--- config.mk ---
export PLATFORM = sky130hd
export DESIGN_NAME = main_control_fsm
export DESIGN_NICKNAME = d
export VERILOG_FILES = /design/src/rtl/hydra_ctrl_pkg.sv /design/src/rtl/instr_classifier.sv /design/src/rtl/main_control_fsm.sv
export SDC_FILE = /design/constraint.sdc
export NUM_CORES = 1
export LEC_CHECK = 0
export CAP_MARGIN = 25
export CORE_UTILIZATION = 41
export CTS_CLUSTER_DIAMETER = 120
export DETAILED_ROUTE_END_ITERATION = 10
export PLACE_DENSITY = 0.78
export SYNTH_ARGS = -nofsm -noshare
export SYNTH_HDL_FRONTEND = slang
export SYNTH_HIERARCHICAL = 1
export SYNTH_SLANG_ARGS = --single-unit
export TNS_END_PERCENT = 10
--- constraint.sdc ---
create_clock -name clk -period 1.6 [get_ports clk]
set_input_delay 0.24 -clock clk [delete_from_list [all_inputs] [get_ports clk]]
set_output_delay 0.24 -clock clk [all_outputs]
set_load 0.02 [all_outputs]
--- src/rtl/hydra_ctrl_pkg.sv ---
// Shared encodings for the Hydra multi-cycle main control unit.
package hydra_ctrl_pkg;

    localparam logic [3:0] OP_LW  = 4'h8;
    localparam logic [3:0] OP_SW  = 4'h9;
    localparam logic [3:0] OP_BEQ = 4'hA;
    localparam logic [3:0] OP_BNE = 4'hB;
    localparam logic [3:0] OP_JMP = 4'hC;

    localparam logic [1:0] ALUOP_ADD   = 2'b00;
    localparam logic [1:0] ALUOP_SUB   = 2'b01;
    localparam logic [1:0] ALUOP_RTYPE = 2'b10;

    localparam logic [1:0] PCSRC_INC    = 2'b00;
    localparam logic [1:0] PCSRC_BRANCH = 2'b01;
    localparam logic [1:0] PCSRC_JUMP   = 2'b10;

    typedef enum logic [2:0] {
        IDLE   = 3'd0,
        FETCH  = 3'd1,
        DECODE = 3'd2,
        EXEC   = 3'd3,
        MEM    = 3'd4,
        WB     = 3'd5,
        TRAP   = 3'd6
    } state_t;

    typedef struct packed {
        logic is_rtype;
        logic is_load;
        logic is_store;
        logic is_branch;
        logic is_jump;
        logic is_illegal;
    } instr_class_t;

endpackage

--- src/rtl/instr_classifier.sv ---
// Combinational opcode classifier; exactly one class flag is set per opcode.
module instr_classifier
    import hydra_ctrl_pkg::*;
(
    input  logic [3:0]   opcode_i,
    output instr_class_t class_o
);

    always_comb begin
        class_o            = '0;
        class_o.is_rtype   = ~opcode_i[3];
        class_o.is_load    = (opcode_i == OP_LW);
        class_o.is_store   = (opcode_i == OP_SW);
        class_o.is_branch  = (opcode_i == OP_BEQ) || (opcode_i == OP_BNE);
        class_o.is_jump    = (opcode_i == OP_JMP);
        class_o.is_illegal = (opcode_i > OP_JMP);
    end

endmodule

--- src/rtl/main_control_fsm.sv ---
// Hydra main control: fetch/decode/exec/mem/wb sequencer with a ready-gated
// memory handshake, branch resolution, illegal-opcode trap and retire counter.
module main_control_fsm
    import hydra_ctrl_pkg::*;
#(
    parameter int CNT_W = 16
) (
    input  logic             clk,
    input  logic             reset,
    input  logic             start,
    input  logic             halt_req,
    input  logic [3:0]       instr_opcode,
    input  logic             mem_ready,
    input  logic             alu_zero,
    output logic [1:0]       alu_op,
    output logic [3:0]       alu_opcode,
    output logic             alu_src,
    output logic             ir_write,
    output logic             pc_write,
    output logic [1:0]       pc_src,
    output logic             mem_req,
    output logic             mem_we,
    output logic             reg_write,
    output logic             reg_dst,
    output logic             mem_to_reg,
    output logic             busy,
    output logic             trap,
    output logic [CNT_W-1:0] retired,
    output logic [2:0]       dbg_state
);

    // Handshake: a memory request (mem_req, mem_we) stays asserted and stable
    // until mem_ready is sampled high; the request completes on that cycle.

    state_t           state_q;
    logic [3:0]       opcode_q;
    logic [CNT_W-1:0] retired_q;
    instr_class_t     cls;
    logic             instr_end;

    instr_classifier u_classifier (
        .opcode_i (opcode_q),
        .class_o  (cls)
    );

    // Last cycle of an instruction: retire and pick FETCH or IDLE.
    assign instr_end = (state_q == WB)
                    || (state_q == MEM  && mem_ready && cls.is_store)
                    || (state_q == EXEC && (cls.is_branch || cls.is_jump));

    always_ff @(posedge clk) begin
        if (reset) begin
            state_q   <= IDLE;
            opcode_q  <= 4'h0;
            retired_q <= '0;
        end else if (instr_end) begin
            retired_q <= retired_q + CNT_W'(1);
            state_q   <= halt_req ? IDLE : FETCH;
        end else begin
            case (state_q)
                IDLE:   if (start) state_q <= FETCH;
                FETCH:  if (mem_ready) begin
                            opcode_q <= instr_opcode;
                            state_q  <= DECODE;
                        end
                DECODE: state_q <= cls.is_illegal ? TRAP : EXEC;
                EXEC:   state_q <= cls.is_rtype ? WB : MEM;
                MEM:    if (mem_ready) state_q <= WB;
                default: ;
            endcase
        end
    end

    always_comb begin
        alu_op     = ALUOP_ADD;
        alu_src    = 1'b0;
        ir_write   = 1'b0;
        pc_write   = 1'b0;
        pc_src     = PCSRC_INC;
        mem_req    = 1'b0;
        mem_we     = 1'b0;
        reg_write  = 1'b0;
        reg_dst    = 1'b0;
        mem_to_reg = 1'b0;
        case (state_q)
            FETCH: begin
                mem_req = 1'b1;
                if (mem_ready) begin
                    ir_write = 1'b1;
                    pc_write = 1'b1;
                    pc_src   = PCSRC_INC;
                end
            end
            EXEC: begin
                if (cls.is_rtype) begin
                    alu_op = ALUOP_RTYPE;
                end else if (cls.is_load || cls.is_store) begin
                    alu_op  = ALUOP_ADD;
                    alu_src = 1'b1;
                end else if (cls.is_branch) begin
                    // BEQ takes on zero, BNE on non-zero.
                    alu_op   = ALUOP_SUB;
                    pc_src   = PCSRC_BRANCH;
                    pc_write = alu_zero ~^ (opcode_q == OP_BEQ);
                end else if (cls.is_jump) begin
                    pc_write = 1'b1;
                    pc_src   = PCSRC_JUMP;
                end
            end
            MEM: begin
                mem_req = 1'b1;
                mem_we  = cls.is_store;
            end
            WB: begin
                reg_write  = 1'b1;
                reg_dst    = cls.is_rtype;
                mem_to_reg = cls.is_load;
            end
            default: ;
        endcase
    end

    assign alu_opcode = opcode_q;
    assign busy       = (state_q != IDLE) && (state_q != TRAP);
    assign trap       = (state_q == TRAP);
    assign retired    = retired_q;
    assign dbg_state  = state_q;

endmodule
==> results.yml <==
run_status:
  outcome: "finished, violations left"
  violations: "setup timing"
die:
  dieArea_um2: 3660
  start_util: 0.444
  die_h_um: 60.5
  die_w_um: 60.5
  rows: 20
  num_io_pins: 47
  core_area_um2: 3150
clock_tree:
  clock_sinks: 23
  cts_hold_buffers: 0
  cts_buffer_depth: 2
  insertion_delay_ns: 0.33
  cts_tree: "built"
  cts_inserted_buffers: 3
  clockRootBuffer: "clkbuf_4"
  clkTransAtPathRegs_ns: 0.13
  htreeDepth: 1
grt:
  grt_max_degree: 14
  antenna_found_initial: 0
  overflow: 0
  grt_use_total: 0.250
  grt_pass1_wl_um: 6960
  first_global_vias: 1531
cells_and_area:
  drive_gt1_frac: 0.377
  layout_common_cells: "buf_4, nor2_1, dfxtp_1"
  areaGrowthSynthToFinish_pct: 60.4
  fill_cells: 282
  final_common_cell: "buf_4"
  fin_nets: 256
  finalInstanceArea_um2: 2250
  diodes: 0
timing:
  tns_ns: -3.91
  hold_viol_final: 0
  worst_pin_slew_ns: 0.372
  finalCriticalPeriod_ns: 1.87
  max_freq_ghz: 0.535
  setup_viol: 24
  rsz0062_at_grt: "yes"
  slew_headroom: 0.752
  worst_slack_ns: -0.270
  maxSlewViolCount: 0
  fin_skew_ns: 0.0137
  timing.final.crit_share: 1.17
worst_setup_path:
  critPathRequiredTime_ns: 1.86
  r2r_slack_ns: -0.27
  cp.arrival_ns: 2.13
  reg2reg_from: "alu_opcode[2]$_SDFFE_PP0P_"
  crit_path_start_kind: "flip-flop"
  path_max_fanout: 7
  crit_type: "flip-flop to flip-flop"
  path_delay_family: "simple AND/OR/NAND/NOR gates"
  cp_num_cells: 6
  crit_path_start: "alu_opcode[2]$_SDFFE_PP0P_"
  critPathSlowestCell: "or4_4"
  path_buf_inv: 1
  endpoint_kind: "flip-flop"
  endpoint: "retired[5]$_SDFFE_PP0P_"
  crit_chain: "and4bb_2 -> buf_4 -> a21oi_4 -> o22a_4 -> or4_4 -> a21oi_2"
  cp_slowest_stage_delay_ns: 0.50
  r2r_end: "retired[5]$_SDFFE_PP0P_"
  worstRegToRegCells: 6
synth:
  synth_compound_area_frac: 0.225
  avgSynthCellArea_um2: 8.34
  synth-simple-area-share: 0.314
  postSynth.asyncResetShare: 0
  syn_inst: 168
  synth-edff-count: 0
  syn_area_um2: 1400
  synth_cell_types: 51
  synth_top_family_by_area: "simple AND/OR/NAND/NOR gates"
  synth_warnings: 6
  synth-adder-area-share: 0.00893
  syn_nets: 179
  synthMuxAreaShare: 0.0357
  synth_top_flop_cell: "dfxtp_1"
  synth_xor_area_frac: 0.0250
  yosysSeqAreaShare: 0.329
  ys_ff_latch: 23
min_path:
  hp-class: "primary input to flip-flop"
  hp-start: "halt_req"
drt:
  drt_iter0_drc: 76
  drc_errors: 0
  num_vias: 1586
  wirelength_um: 4300
  ant_nets: 0
  routedWlPerCell_um: 14.9
  vias_per_cell: 5.51
  drt-pass1-iter-count: 4
place:
  place_ws_ns: -0.520
  dpl.hpwl_um: 3180
  place_congestion: 0.828
  io_buffers: 46
  placed_cell_area_um2: 2160
power_and_ir_drop:
  leakagePower_nw: 1.09
  peakVddDrop_uv: 546
  power_density_nw_per_um2: 523
  power.total_mw: 1.18
job:
  drv_cap: 0
==> routing by layer <==
metal | part of all wire | up-vias | GRT usage
met2 | 0.51 | 52 | 0.447
li1 | - | 775 | -
met3 | 0.047 | 10 | 0.0426
met5 | 0 | - | 0
met4 | 0.017 | 0 | 0.0649
met1 | 0.42 | 749 | 0.311
==> sequential cells by signal (all words and copies together) (netlist names) <==
name        flops
retired        16
alu_opcode      4
dbg_state       3
==> worst min-delay path by stage <==
stage / endpoint / cells after the start
6_report: dbg_state[0]$_SDFFE_PP0P_ / 2
5_1_grt: dbg_state[0]$_SDFFE_PP0P_ / 2
4_1_cts: dbg_state[0]$_SDFFE_PP0P_ / 2
3_5_place_dp: retired[15]$_SDFFE_PP0P_ / 2
3_3_place_gp: retired[5]$_SDFFE_PP0P_ / 2
2_1_floorplan: dbg_state[0]$_SDFFE_PP0P_ / 1
==> stage by stage <==
step | hold slack [ns] | cells | util
after floorplan | 0.352 | 168 | -
after global placement | 0.481 | 284 | 0.686
after detailed placement | 0.508 | 284 | 0.686
after CTS | 0.498 | 288 | 0.696
after global routing | 0.479 | 288 | 0.713
final | 0.474 | 288 | 0.713
==> repair_timing <==
item,4_1_cts,5_1_grt
pin swaps,10,1
resized for setup,86,19
setup buffers,0,0
setup endpoints to repair,45,37
==> kinds of logic after synthesis <==
kind of cell / after synthesis
simple gates: 71
flops: 23
buf+inv: 21
xor+xnor: 4
mux: 5
compound gates: 43
fa+ha+maj: 1
==> report_power, final <==
part	switching (mW)	internal, mW	total [mW]
clock network	0.187	0.0940	0.281
logic	0.142	0.143	0.286
registers	0.0232	0.587	0.610
==> cell usage after synthesis, drive strengths merged, types with 2 or more instances <==
cell type / number / area [um^2]
a21oi: 15 / 75.1
a31o: 3 / 26.3
a41o: 2 / 20.0
and3: 6 / 37.5
and4: 3 / 26.3
and4bb: 2 / 25.0
buf: 6 / 31.3
clkbuf: 5 / 18.8
dfxtp: 23 / 460
inv: 10 / 37.5
mux2i: 5 / 50.1
nand2: 10 / 37.5
nand2b: 3 / 26.3
nand3: 3 / 15.0
nand3b: 3 / 35.0
nand4: 4 / 25.0
nand4b: 2 / 17.5
nor2: 18 / 67.6
nor2b: 2 / 12.5
nor3: 2 / 10.0
nor3b: 2 / 15.0
o21ai: 7 / 35.0
o31ai: 2 / 15.0
o32ai: 2 / 43.8
or3: 3 / 18.8
or4: 2 / 15.0
xnor2: 4 / 35.0
==> cell type report <==
| cell class | instances | area [um^2] | share of cell area |
|---|---|---|---|
| well taps | 44 | 55.1 | 0.0245 |
| flip-flops and latches | 23 | 477 | 0.212 |
| clock buffers | 3 | 22.5 | 0.0100 |
| multi-input cells | 124 | 947 | 0.421 |
| clock inverters | 1 | 5.00 | 0.00223 |
| inverters | 10 | 37.5 | 0.0167 |
| repair buffers | 83 | 703 | 0.313 |
==> worst register-to-register path: cells and delay by family (launching register included) <==
kind | cells | cell delay [ns]
buf+inv | 1 | 0.13
simple gates | 2 | 0.81
flops | 1 | 0.39
compound gates | 3 | 0.49
Note: power is estimated with default switching activity, not from simulation.
